`config.mk`:
```
export PLATFORM = sky130hd
export DESIGN_NAME = controller_responder_flat
export DESIGN_NICKNAME = d
export VERILOG_FILES = /design/src/rtl/controller_responder_if.sv /design/src/rtl/controller_responder.sv /design/src/flat_wrapper.sv
export SDC_FILE = /design/constraint.sdc
export NUM_CORES = 1
export LEC_CHECK = 0
export ABC_AREA = 0
export BUFFER_PORTS_ARGS = -buffer_cell sky130_fd_sc_hd__buf_4
export CORE_MARGIN = 8
export CORE_UTILIZATION = 50
export DETAILED_ROUTE_END_ITERATION = 6
export GPL_TIMING_DRIVEN = 0
export PLACE_DENSITY_LB_ADDON = 0.2
export SETUP_SLACK_MARGIN = 0.3
export SLEW_MARGIN = 10
export SYNTH_ARGS = -nofsm -noshare
export SYNTH_HDL_FRONTEND = slang
export SYNTH_SLANG_ARGS = --single-unit
```
`constraint.sdc`:
```
create_clock -name clk -period 1.3 [get_ports clk]
set_input_delay 0.13 -clock clk [delete_from_list [all_inputs] [get_ports clk]]
set_output_delay 0.13 -clock clk [all_outputs]
set_load 0.02 [all_outputs]
```
`src/rtl/controller_responder_if.sv`:
```
// Host-side bundle of the controller port: latch and pulse from the console,
// serial data and frame status back from the responder.
interface controller_responder_if;
  logic       latch_in;
  logic       pulse_in;
  logic       data_out;
  logic [3:0] bit_index;
  logic       frame_done;

  // Console / shift-logic side
  modport master (
    output latch_in,
    output pulse_in,
    input  data_out,
    input  bit_index,
    input  frame_done
  );

  // Device (responder) side
  modport slave (
    input  latch_in,
    input  pulse_in,
    output data_out,
    output bit_index,
    output frame_done
  );
endinterface

```
`src/rtl/controller_responder.sv`:
```
// Device side of the controller latch/pulse/data protocol. Eight active-high
// button levels are snapshotted while the host latch is high and shifted out
// LSB first (A, B, Select, Start, U, D, L, R) on an active-low data line, one
// bit per synchronized pulse rising edge.
// Optional button filtering is enabled by defining CONTROLLER_DEBOUNCE_EN;
// without it the buttons only pass through a 2-flop synchronizer.
module controller_responder #(
  parameter int SYNC_STAGES     = 2,
  parameter int DEBOUNCE_CYCLES = 16
) (
  input  logic                   clk,
  input  logic                   Reset,
  controller_responder_if.slave  bus,
  input  logic                   A,
  input  logic                   B,
  input  logic                   Select,
  input  logic                   Start,
  input  logic                   U,
  input  logic                   D,
  input  logic                   L,
  input  logic                   R
);

  // Elaboration-time parameter sanity checks
  if (SYNC_STAGES < 2) begin : g_bad_sync_stages
    $error("controller_responder: SYNC_STAGES must be at least 2");
  end
  if (DEBOUNCE_CYCLES < 1) begin : g_bad_debounce_cycles
    $error("controller_responder: DEBOUNCE_CYCLES must be at least 1");
  end

  typedef enum logic [1:0] {
    IDLE    = 2'd0,
    LATCHED = 2'd1,
    SHIFT   = 2'd2,
    DONE    = 2'd3
  } state_t;

  // Raw button vector in shift order, A in bit 0
  logic [7:0] w_buttons_raw;
  logic [7:0] w_buttons;
  assign w_buttons_raw = {R, L, D, U, Start, Select, B, A};

  // ---------------------------------------------------------------------
  // Host control synchronizers and edge detectors
  // ---------------------------------------------------------------------
  logic [SYNC_STAGES-1:0] r_latch_sync;
  logic [SYNC_STAGES-1:0] r_pulse_sync;
  logic                   r_latch_prev;
  logic                   r_pulse_prev;
  logic                   w_latch_s;
  logic                   w_pulse_s;
  logic                   w_latch_rise;
  logic                   w_latch_fall;
  logic                   w_pulse_rise;

  // Shift the asynchronous latch/pulse levels through their synchronizer chains
  always_ff @(posedge clk or posedge Reset) begin
    if (Reset) begin
      r_latch_sync <= '0;
      r_pulse_sync <= '0;
    end else begin
      r_latch_sync <= {r_latch_sync[SYNC_STAGES-2:0], bus.latch_in};
      r_pulse_sync <= {r_pulse_sync[SYNC_STAGES-2:0], bus.pulse_in};
    end
  end

  // Remember last synchronized levels so edges are seen the cycle they arrive
  always_ff @(posedge clk or posedge Reset) begin
    if (Reset) begin
      r_latch_prev <= 1'b0;
      r_pulse_prev <= 1'b0;
    end else begin
      r_latch_prev <= w_latch_s;
      r_pulse_prev <= w_pulse_s;
    end
  end

  assign w_latch_s    = r_latch_sync[SYNC_STAGES-1];
  assign w_pulse_s    = r_pulse_sync[SYNC_STAGES-1];
  assign w_latch_rise = w_latch_s & ~r_latch_prev;
  assign w_latch_fall = ~w_latch_s & r_latch_prev;
  assign w_pulse_rise = w_pulse_s & ~r_pulse_prev;

  // ---------------------------------------------------------------------
  // Button conditioning
  // ---------------------------------------------------------------------
  logic [7:0] r_btn_meta;
  logic [7:0] r_btn_sync;

  // Two-flop synchronizer on every button level
  always_ff @(posedge clk or posedge Reset) begin
    if (Reset) begin
      r_btn_meta <= '0;
      r_btn_sync <= '0;
    end else begin
      r_btn_meta <= w_buttons_raw;
      r_btn_sync <= r_btn_meta;
    end
  end

`ifdef CONTROLLER_DEBOUNCE_EN
  localparam int CNT_W = $clog2(DEBOUNCE_CYCLES + 1);

  genvar gi;
  generate
    for (gi = 0; gi < 8; gi++) begin : g_debounce
      logic [CNT_W-1:0] r_cnt;
      logic             r_filt;

      // Accept a new level only after it has differed for DEBOUNCE_CYCLES in a row
      always_ff @(posedge clk or posedge Reset) begin
        if (Reset) begin
          r_cnt  <= '0;
          r_filt <= 1'b0;
        end else if (r_btn_sync[gi] == r_filt) begin
          r_cnt <= '0;
        end else if (r_cnt == CNT_W'(DEBOUNCE_CYCLES - 1)) begin
          r_cnt  <= '0;
          r_filt <= r_btn_sync[gi];
        end else begin
          r_cnt <= r_cnt + 1'b1;
        end
      end

      assign w_buttons[gi] = r_filt;
    end
  endgenerate
`else
  assign w_buttons = r_btn_sync;
`endif

  // ---------------------------------------------------------------------
  // Frame FSM
  // ---------------------------------------------------------------------
  state_t     r_state;
  state_t     w_state_next;
  logic [7:0] r_sr;
  logic [7:0] w_sr_next;
  logic [3:0] r_bit_index;
  logic [3:0] w_bit_index_next;
  logic       r_frame_done;
  logic       w_frame_done_next;
  logic       r_data_out;

  // State, shift register and registered outputs
  always_ff @(posedge clk or posedge Reset) begin
    if (Reset) begin
      r_state      <= IDLE;
      r_sr         <= 8'h00;
      r_bit_index  <= 4'd0;
      r_frame_done <= 1'b0;
      r_data_out   <= 1'b1;
    end else begin
      r_state      <= w_state_next;
      r_sr         <= w_sr_next;
      r_bit_index  <= w_bit_index_next;
      r_frame_done <= w_frame_done_next;
      r_data_out   <= ~r_sr[0];
    end
  end

  // Next-state logic; a latch rising edge overrides everything, including a
  // pulse edge seen in the same cycle
  always_comb begin
    w_state_next      = r_state;
    w_sr_next         = r_sr;
    w_bit_index_next  = r_bit_index;
    w_frame_done_next = 1'b0;

    if (w_latch_rise) begin
      w_state_next     = LATCHED;
      w_sr_next        = w_buttons;
      w_bit_index_next = 4'd0;
    end else begin
      case (r_state)
        IDLE: begin
          w_sr_next        = 8'h00;
          w_bit_index_next = 4'd0;
        end
        LATCHED: begin
          w_bit_index_next = 4'd0;
          // On the falling edge keep what was loaded last cycle
          if (w_latch_fall) begin
            w_state_next = SHIFT;
          end else begin
            w_sr_next = w_buttons;
          end
        end
        SHIFT: begin
          if (w_pulse_rise) begin
            w_sr_next        = {1'b1, r_sr[7:1]};
            w_bit_index_next = r_bit_index + 4'd1;
            if (r_bit_index == 4'd7) begin
              w_state_next      = DONE;
              w_frame_done_next = 1'b1;
            end
          end
        end
        DONE: begin
          w_sr_next        = 8'hFF;
          w_bit_index_next = 4'd8;
        end
        default: begin
          w_state_next     = IDLE;
          w_sr_next        = 8'h00;
          w_bit_index_next = 4'd0;
        end
      endcase
    end
  end

  assign bus.data_out   = r_data_out;
  assign bus.bit_index  = r_bit_index;
  assign bus.frame_done = r_frame_done;

endmodule

```
`src/flat_wrapper.sv`:
```
// flat-port wrapper written by rule: the top's interface ports become plain ports
module controller_responder_flat 
#(
  parameter int SYNC_STAGES     = 2,
  parameter int DEBOUNCE_CYCLES = 16
)
  (clk, Reset, A, B, Select, Start, U, D, L, R, bus_latch_in, bus_pulse_in, bus_data_out, bus_bit_index, bus_frame_done);
  controller_responder_if bus_i ();
  input  logic clk;
  input  logic Reset;
  input  logic A;
  input  logic B;
  input  logic Select;
  input  logic Start;
  input  logic U;
  input  logic D;
  input  logic L;
  input  logic R;
  input wire logic [$bits(bus_i.latch_in)-1:0] bus_latch_in;
  input wire logic [$bits(bus_i.pulse_in)-1:0] bus_pulse_in;
  output wire logic [$bits(bus_i.data_out)-1:0] bus_data_out;
  output wire logic [$bits(bus_i.bit_index)-1:0] bus_bit_index;
  output wire logic [$bits(bus_i.frame_done)-1:0] bus_frame_done;
  assign bus_i.latch_in = bus_latch_in;
  assign bus_i.pulse_in = bus_pulse_in;
  assign bus_data_out = bus_i.data_out;
  assign bus_bit_index = bus_i.bit_index;
  assign bus_frame_done = bus_i.frame_done;
  controller_responder #(.SYNC_STAGES(SYNC_STAGES), .DEBOUNCE_CYCLES(DEBOUNCE_CYCLES)) u_core (.clk(clk), .Reset(Reset), .bus(bus_i), .A(A), .B(B), .Select(Select), .Start(Start), .U(U), .D(D), .L(L), .R(R));
endmodule
```
==> impl_metrics.tcl, run 1 <==
set metrics [dict create \
    cts_sinks 38 \
    drtAntennaViolNets 0 \
    dr_total_vias 1077 \
    dieArea_um2 4920 \
    slew_headroom_pct 49.0 \
    power_leakage_nw 0.940 \
    synth_edf_count 0 \
    fmax_ghz 0.650 \
    initial_core_util_pct 52.6 \
    place.gp.congestion 0.726 \
    syn_area_um2 1460 \
    wl_um 3240 \
    synth_fa_ha_area_share_pct 4.27 \
    setup_tns_ns -1.96 \
    layout.nets 185 \
    post-place-ws_ns -0.233 \
    critical_path.max_fanout 5 \
    drt-pass1-iter-count 4 \
    clockBufferDepth 2 \
    drive_above_1_share_pct 45.6 \
    synth_top_family_by_area "compound AO/OA/AOI/OAI gates" \
    cts_tree "yes" \
    min_period_ns 1.54 \
    grt_max_degree 39 \
    vdd_drop_max_uv 1470 \
    rows 19 \
    setup_ws_ns -0.238 \
    die_x_um 70.1 \
    required_ns 1.53 \
    hpwl_um 1750 \
    cp-end-kind "register" \
    rsz0062_at_grt "yes" \
    track_usage_pct 13.5 \
    status "complete, but fails checks" \
    r2r-start "u_core.r_state[0]$_DFFE_PP0P_" \
    drcViolationCount 0 \
    period_share_pct 118 \
    synth_area_leaders "dfrtp_1, a21oi_1, a2bb2oi_1" \
    cts_buffers 5 \
    hold_slack_ns -0.0868 \
    worst_pin_slew_ns 0.764 \
    viasPerCell 5.39 \
    drt_iter0_drc 55 \
    syn_nets 135 \
    muxShareOfSynthArea_pct 0 \
    fin_cells 200 \
    syn_avg_cell_area_um2 12.4 \
    hold_class "primary input to asynchronous set/reset pin" \
    yosysWarnings 0 \
    grt_pass1_wl_um 5320 \
    worstRegToRegCells 5 \
    synth_compound_area_share_pct 16.2 \
    ys_seq_area_share_pct 65.0 \
    placed_cells_incl_taps 166 \
    yosysTopAreaCell "dfrtp_1" \
    worstSetupPathType "register to register" \
    finalHoldViolCount 37 \
    core_um2 2780 \
    diodes 0 \
    clk_pin_slew_ns 0.11 \
    final_max_slew_viol_count 0 \
    wl_per_cell_um 16.2 \
    startpoint_type "register" \
    cp.arrival_ns 1.77 \
    powerDensity_nw_per_um2 2070 \
    antenna_found_initial 0 \
    synth-main-ff-cell "dfrtp_1" \
    die_y_um 70.1 \
    pin_count 18 \
    power_w 0.00434 \
    ys_types 30 \
    grt_pass1_vias 1124 \
    grt_overflow 0 \
    htreeDepth 2 \
    async_flop_share_pct 100 \
    cts_hold_buffers 10 \
    synth_xor_area_share_pct 1.20 \
    root_buffer "clkbuf_4" \
    post_synth_and_or_nand_nor_area_fraction_pct 10.3 \
    drv_cap 0 \
    violations "negative hold slack, negative setup slack" \
    worst_clock_skew_ns 0.00929 \
    synthCells 118 \
    io_buffers 17 \
    worstSkewPairLatency_ns 0.35 \
    synth_top_cell_area_share_pct 63.2 \
    r2r_slack_ns -0.24 \
    setup_viol_count_final 11 \
    area.growth.synth_to_final_pct 43.1 \
    reg2reg_to "u_core.r_sr[3]$_DFFE_PP0P_" \
    synth_seq_cells 38 \
]
-- synth_stat cells (2+ instances only) --
cell	count
ha_1	5
nor2_1	13
a2bb2oi_1	8
buf_2	2
nor3_1	2
inv_1	5
a21boi_1	2
nand2b_1	3
dfrtp_1	37
nand2_1	5
a21oi_1	16
a21oi_2	2
-- timing repair --
action | 4_1_cts | 5_1_grt
pin swaps | 1 | 2
endpoints found under the setup margin | 21 | 21
resized for setup | 20 | 23
hold endpoints to repair | 47 | 37
cloned | 0 | 1
buffers inserted | 12 | 3
-- layout by cell type, fill, tap and decap left out, drive strengths merged --
master       count
nand4b           1
o21ai            3
and4b            1
inv              5
a21boi           2
dfstp            1
nor2b            1
and2b            1
dlygate4sd3     10
xor2             1
a31oi            2
nand2            5
nor3             2
ha               5
clkinv           1
a21oi           18
clkbuf           7
dfrtp           37
nor2            13
nand2b           4
nand3            1
o21a             1
buf             37
xnor2            1
and3b            1
a2bb2oi          8
-- per-stage QoR --
step	cell area (µm²)	utilization [%]
final	2090	75.3
after CTS	1980	71.3
after global routing	2090	75.3
after detailed placement	1660	59.5
after global placement	1660	59.5
after floorplan	1490	-
-- per-layer routing --
layer  vias to the layer above  routed length [µm]  share of wire [%]  track usage (%)
li1                        502                   -                  -                -
met1                       539                1400                 43             16.1
met2                        29                1620                 50             20.5
met3                         7                 176                5.4             5.79
met4                         0                  49                1.5             6.25
met5                         -                   0                  0                0
-- state kept, by name, indices dropped and copies added (netlist names) --
register and cells:
u_core.r_latch_sync 2, u_core.r_btn_sync 8, u_core.r_pulse_sync 2, u_core.bus.bit_index 4
u_core.r_state 2, u_core.r_btn_meta 8, u_core.bus.data_out 1, u_core.r_pulse_prev 1
u_core.r_sr 8, u_core.r_latch_prev 1, u_core.bus.frame_done 1
-- cell type report --
class | instances | area [µm²]
Timing Repair Buffer | 43 | 382
Sequential cell | 38 | 957
Clock inverter | 1 | 5.00
Multi-Input combinational cell | 71 | 589
Tap cell | 31 | 38.8
Buffer | 4 | 48.8
Clock buffer | 7 | 55.1
Inverter | 5 | 18.8
Fill cell | 180 | 687
-- worst max path at each step --
stage	from	endpoint	slack (ns)	depth (start not counted)
2_1_floorplan	u_core.r_state[1]$_DFFE_PP0P_	u_core.r_sr[1]$_DFFE_PP0P_	-0.05	7
3_3_place_gp	Reset	u_core.bus.bit_index[1]$_DFFE_PP0P_	-0.24	2
3_5_place_dp	u_core.r_state[1]$_DFFE_PP0P_	u_core.r_sr[1]$_DFFE_PP0P_	-0.23	7
4_1_cts	u_core.r_state[0]$_DFFE_PP0P_	u_core.r_sr[1]$_DFFE_PP0P_	-0.19	6
5_1_grt	u_core.r_state[1]$_DFFE_PP0P_	u_core.r_sr[5]$_DFFE_PP0P_	-0.28	6
6_report	u_core.r_state[0]$_DFFE_PP0P_	u_core.r_sr[3]$_DFFE_PP0P_	-0.24	5
-- critical path, cell delays in order (launching register included) --
cell and delay [ns]:
dfrtp_2 0.48, ha_4 0.19, and3b_2 0.21, a31oi_4 0.26, buf_4 0.21, a21oi_1 0.07
-- power by group --
group / leakage [nW] / switching, W / internal, W
Combinational: 0.455 / 0.000962 / 0.00115
Clock: 0.0353 / 0.000366 / 0.000262
Sequential: 0.450 / 0.000177 / 0.00143
Total: 0.940 / 0.00151 / 0.00284
-- logic make-up (layout without fill, tap and decap cells) --
| family | after synthesis | after routing |
|---|---|---|
| flip-flops | 38 | 38 |
| AO/OA/AOI/OAI | 34 | 34 |
| AND/OR/NAND/NOR | 30 | 30 |
| buffers and inverters | 9 | 60 |
| adder cells (fa/ha/maj) | 5 | 5 |
| XOR/XNOR | 2 | 2 |
No activity file was read; power rests on OpenSTA's default activity.
==> inputs of run 2 (changes only) <==
GPL_TIMING_DRIVEN = unset   (was 0)
==> run 2 against run 1 <==
The flow finishes with violations (negative setup slack). First-iteration DRC count decreased by 31%. Final area decreased by 2.4%. Highest routed layer unchanged. Worst setup slack improved by 0.077 ns. Sequential share of layout area increased by 1.0 points. Count of clock-buffer cells in the layout decreased by 2. Via count decreased by 5.8%. Sequential cell count unchanged. Combinational power decreased by 18%.
==> impl_metrics.tcl, run 2 (synthesized netlist as in run 1, its figures left out) <==
set metrics [dict create \
    cp-end-kind "register" \
    period_share_pct 112 \
    cts_tree "yes" \
    cts_buffers 5 \
    powerDensity_nw_per_um2 2110 \
    wl_um 3010 \
    placed_cells_incl_taps 167 \
    area.growth.synth_to_final_pct 39.7 \
    drcViolationCount 0 \
    slowest_delay_ns 0.44 \
    place.gp.congestion 0.771 \
    dr_total_vias 1014 \
    htreeDepth 2 \
    pin_count 18 \
    die_y_um 70.1 \
    io_buffers 17 \
    worst-path-buf-inv 3 \
    initial_core_util_pct 52.6 \
    layout.nets 179 \
    slew_headroom_pct 79.1 \
    fmax_ghz 0.685 \
    top_regs "u_core.r_btn_meta x8, u_core.r_btn_sync x8, u_core.r_sr x8" \
    setup_tns_ns -1.35 \
    hold_slack_ns 0.360 \
    drt_iter0_drc 38 \
    fin_cells 194 \
    grt_pass1_vias 1077 \
    final_area_um2 2040 \
    finalHoldViolCount 0 \
    antenna_found_initial 0 \
    die_x_um 70.1 \
    status "complete, but fails checks" \
    drt-pass1-iter-count 4 \
    grt_max_degree 39 \
    clockBufferDepth 2 \
    min_period_ns 1.46 \
    cp.arrival_ns 1.73 \
    required_ns 1.57 \
    power_w 0.00432 \
    track_usage_pct 13.0 \
    placed_area_um2 1680 \
    power_leakage_nw 0.932 \
    rows 19 \
    viasPerCell 5.23 \
    final_common_cell "dfrtp_1" \
    violations "negative setup slack" \
    vdd_drop_max_uv 2180 \
    hold_class "register to register" \
    worstSetupPathType "register to register" \
    worst_pin_slew_ns 0.313 \
    critical_path.max_fanout 16 \
    drtAntennaViolNets 0 \
    clk_pin_slew_ns 0.12 \
    root_buffer "clkbuf_4" \
    hpwl_um 1670 \
    worstSkewPairLatency_ns 0.34 \
    core_um2 2780 \
    grt_pass1_wl_um 5060 \
    setup_ws_ns -0.160 \
    drv_cap 0 \
    final_cell_mix "dfrtp_1, buf_4, a21oi_1, nor2_1, dlygate4sd3_1" \
    final_max_slew_viol_count 0 \
    worst_clock_skew_ns 0.00613 \
    dieArea_um2 4920 \
    cts_sinks 38 \
    drive_above_1_share_pct 35.6 \
    crit_top_cell "buf_12" \
    wl_per_cell_um 15.5 \
    critPathTopFamily "buffers and inverters" \
    rsz0062_at_grt "yes" \
    diodes 0 \
    setup_viol_count_final 11 \
    worstPathCellList "buf_4 > ha_4 > buf_12 > a31oi_4 > buf_12 > nor2_1 > a21oi_1" \
    grt_overflow 0 \
    startpoint_type "register" \
    slowest_stage "dfrtp_1" \
]
## run 2: repair_timing
action | in CTS | in global routing
setup endpoints to repair | 21 | 21
setup buffers | 8 | 0
endpoints found under the hold margin | 47 | 0
gates resized for setup | 14 | 6
hold buffers | 11 | 0
pin swaps | 2 | 2
## run 2: final timing paths
path / to / slack, ns / from / depth (start not counted)
worst min-delay path: u_core.r_btn_sync[1]$_DFF_PP0_ / 0.36 / u_core.r_btn_meta[1]$_DFF_PP0_ / 0
min in group asynchronous: u_core.r_sr[6]$_DFFE_PP0P_ / 0.39 / Reset / 4
worst max register to register: u_core.r_sr[6]$_DFFE_PP0P_ / -0.16 / u_core.r_state[1]$_DFFE_PP0P_ / 7
max in group asynchronous: u_core.bus.data_out$_DFF_PP1_ / 0.66 / Reset / 4
worst max-delay path: u_core.r_sr[6]$_DFFE_PP0P_ / -0.16 / u_core.r_state[1]$_DFFE_PP0P_ / 7
worst min register to register: u_core.r_btn_sync[1]$_DFF_PP0_ / 0.36 / u_core.r_btn_meta[1]$_DFF_PP0_ / 0
## run 2: layout make-up
| cell class | instances | area, µm² |
|---|---|---|
| clock buffers | 5 | 37.5 |
| clock inverters | 3 | 68.8 |
| fillers | 175 | 737 |
| inverters | 5 | 18.8 |
| multi-input cells | 71 | 529 |
| flip-flops and latches | 38 | 955 |
| well taps | 31 | 38.8 |
| repair buffers | 41 | 397 |
## run 2: worst reg2reg max path, stage by stage (launching register included)
cell	delay, ns
dfrtp_1	0.44
buf_4	0.16
ha_4	0.18
buf_12	0.13
a31oi_4	0.14
buf_12	0.17
nor2_1	0.05
a21oi_1	0.12
## run 2: report_power, final
| group | internal (W) | switching (W) | total [W] |
|---|---|---|---|
| clock network | 0.000602 | 0.000398 | 0.000999 |
| logic | 0.000910 | 0.000829 | 0.00174 |
| registers | 0.00143 | 0.000158 | 0.00158 |
| total | 0.00294 | 0.00138 | 0.00432 |
## run 2: through the flow
step / worst slack [ns] / utilization [%]
after floorplan: -0.0507 / -
after global placement: -0.0679 / 60.4
after detailed placement: -0.143 / 60.4
after CTS: -0.156 / 72.3
after global routing: -0.231 / 73.5
final: -0.160 / 73.5
## run 2: per-layer routing
metal	share of wire [%]	wire, µm	global-route usage [%]
met5	0	0	0
met4	0.93	28	5.36
met3	3.7	112	5.08
met2	51	1540	21.3
met1	44	1330	14.9
==> inputs of run 3 (changes only) <==
CORE_UTILIZATION = 40   (was 50)
==> run 3 against run 2 <==
The run still ends with negative setup slack left. Register-to-register slack lost 0.02 ns. Clock power decreased by 44%. Fmax is 1.1% lower. Worst setup slack worse by 0.017 ns. Sequential cell count is the same. Critical path type unchanged. Worst hold slack worse by 0.0044 ns. Largest cell class unchanged. Via count rose by 5.1%. Critical path depth unchanged.
==> impl_metrics.tcl, run 3 (synthesized netlist as in run 1, its figures left out) <==
set metrics [dict create \
    dr_total_vias 1066 \
    placed_cells_incl_taps 185 \
    min_from "u_core.r_btn_meta[2]$_DFF_PP0_" \
    regArea_um2 958 \
    grt_pass1_vias 1088 \
    drv_cap 0 \
    startpoint_type "register" \
    grt_max_degree 39 \
    initial_core_util_pct 40.9 \
    slew_headroom_pct 83.9 \
    multi_input_area_um2 618 \
    final_cell_mix "dfrtp_1, buf_4, a21oi_1, dlygate4sd3_1" \
    critical_path.max_fanout 8 \
    drt_iter0_drc 45 \
    io_buffers 17 \
    wl_per_cell_um 13.5 \
    grt_overflow 0 \
    final_area_um2 2160 \
    cts_sinks 38 \
    slowest_stage "dfrtp_2" \
    worstSetupPathType "register to register" \
    rows 22 \
    top_regs "u_core.r_btn_meta x8, u_core.r_btn_sync x8, u_core.r_sr x8" \
    clockBufferDepth 2 \
    fill_cells 285 \
    violations "negative setup slack" \
    drive_above_1_share_pct 47.9 \
    root_buffer "clkbuf_4" \
    min_period_ns 1.48 \
    pin_count 18 \
    die_x_um 76.5 \
    hpwl_um 1700 \
    drt-pass1-iter-count 4 \
    layout.nets 184 \
    finalHoldViolCount 0 \
    fmax_ghz 0.677 \
    worst_clock_skew_ns 0.00987 \
    area.growth.synth_to_final_pct 47.4 \
    worst_pin_slew_ns 0.242 \
    die_y_um 76.5 \
    placed_area_um2 1710 \
    slowest_delay_ns 0.43 \
    post-place-ws_ns -0.156 \
    final_common_cell "dfrtp_1" \
    period_share_pct 114 \
    antenna_found_initial 0 \
    status "complete, but fails checks" \
    cp.arrival_ns 1.75 \
    cts_tree "yes" \
    powerDensity_nw_per_um2 2010 \
    r2r-start "u_core.r_state[1]$_DFFE_PP0P_" \
    diodes 0 \
    core_um2 3580 \
    cp-end-kind "register" \
    worstPathCellList "buf_4 > ha_4 > buf_12 > a31oi_4 > clkbuf_16 > nor2_4 > a21oi_2" \
    setup_ws_ns -0.177 \
    critPathTopFamily "buffers and inverters" \
    drtAntennaViolNets 0 \
    drcViolationCount 0 \
    dieArea_um2 5850 \
    required_ns 1.57 \
    cts_buffers 5 \
    fin_cells 215 \
    crit_path_start "u_core.r_state[1]$_DFFE_PP0P_" \
    viasPerCell 4.96 \
    track_usage_pct 10.1 \
    setup_tns_ns -1.48 \
    power_leakage_nw 0.937 \
    rsz0062_at_grt "yes" \
    grt_pass1_wl_um 4750 \
    htreeDepth 2 \
    wl_um 2910 \
    clk_pin_slew_ns 0.11 \
    setup_viol_count_final 10 \
    worstSkewPairLatency_ns 0.33 \
    worst-path-buf-inv 3 \
    vdd_drop_max_uv 843 \
    place.gp.congestion 0.793 \
    final_max_slew_viol_count 0 \
    power_w 0.00435 \
    hold_class "register to register" \
]
-- run 3: path summary, 6_finish.rpt --
check                      cells after the start                              to  slack [ns]
min in group asynchronous                      4      u_core.r_sr[3]$_DFFE_PP0P_        0.40
hold / removal                                 0  u_core.r_btn_sync[2]$_DFF_PP0_        0.36
max in group asynchronous                      4   u_core.bus.data_out$_DFF_PP1_        0.65
setup reg to reg                               7      u_core.r_sr[1]$_DFFE_PP0P_       -0.18
setup / recovery                               7      u_core.r_sr[1]$_DFFE_PP0P_       -0.18
hold reg to reg                                0  u_core.r_btn_sync[2]$_DFF_PP0_        0.36
-- run 3: report_power, final --
part / internal [W] / total, W / switching (W) / leakage, nW
clock: 0.000202 / 0.000555 / 0.000354 / 0.0243
combinational: 0.00120 / 0.00219 / 0.000985 / 0.464
sequential: 0.00143 / 0.00160 / 0.000171 / 0.449
-- run 3: routing by layer --
metal	global-route usage [%]	part of all wire, %	routed length (µm)
met5	0	0	0
met4	3.46	1.7	49
met2	16.8	51	1470
met3	4.13	4.0	115
met1	11.3	44	1270
-- run 3: through the flow --
| step | utilization (%) | hold slack, ns |
|---|---|---|
| 2_1_floorplan | - | 0.161 |
| 3_3_place_gp | 47.8 | 0.204 |
| 3_5_place_dp | 47.8 | 0.211 |
| 4_1_cts | 56.4 | 0.358 |
| 5_1_grt | 60.3 | 0.361 |
| 6_report | 60.3 | 0.356 |
-- run 3: area by class of cell --
cell class	instances	share of cell area, %
repair buffers	46	21.0
well taps	48	2.78
inverters	5	0.870
clock buffers	6	1.91
multi-input cells	71	28.6
clock inverters	1	0.348
flip-flops and latches	38	44.4
-- run 3: timing repair --
action / CTS / global route
hold endpoints to repair: 47 / 0
hold buffers: 11 / 0
endpoints found under the setup margin: 21 / 21
resized for setup: 20 / 23
buffers inserted: 9 / 2
pin swaps: 4 / 3
gates cloned: 0 / 1
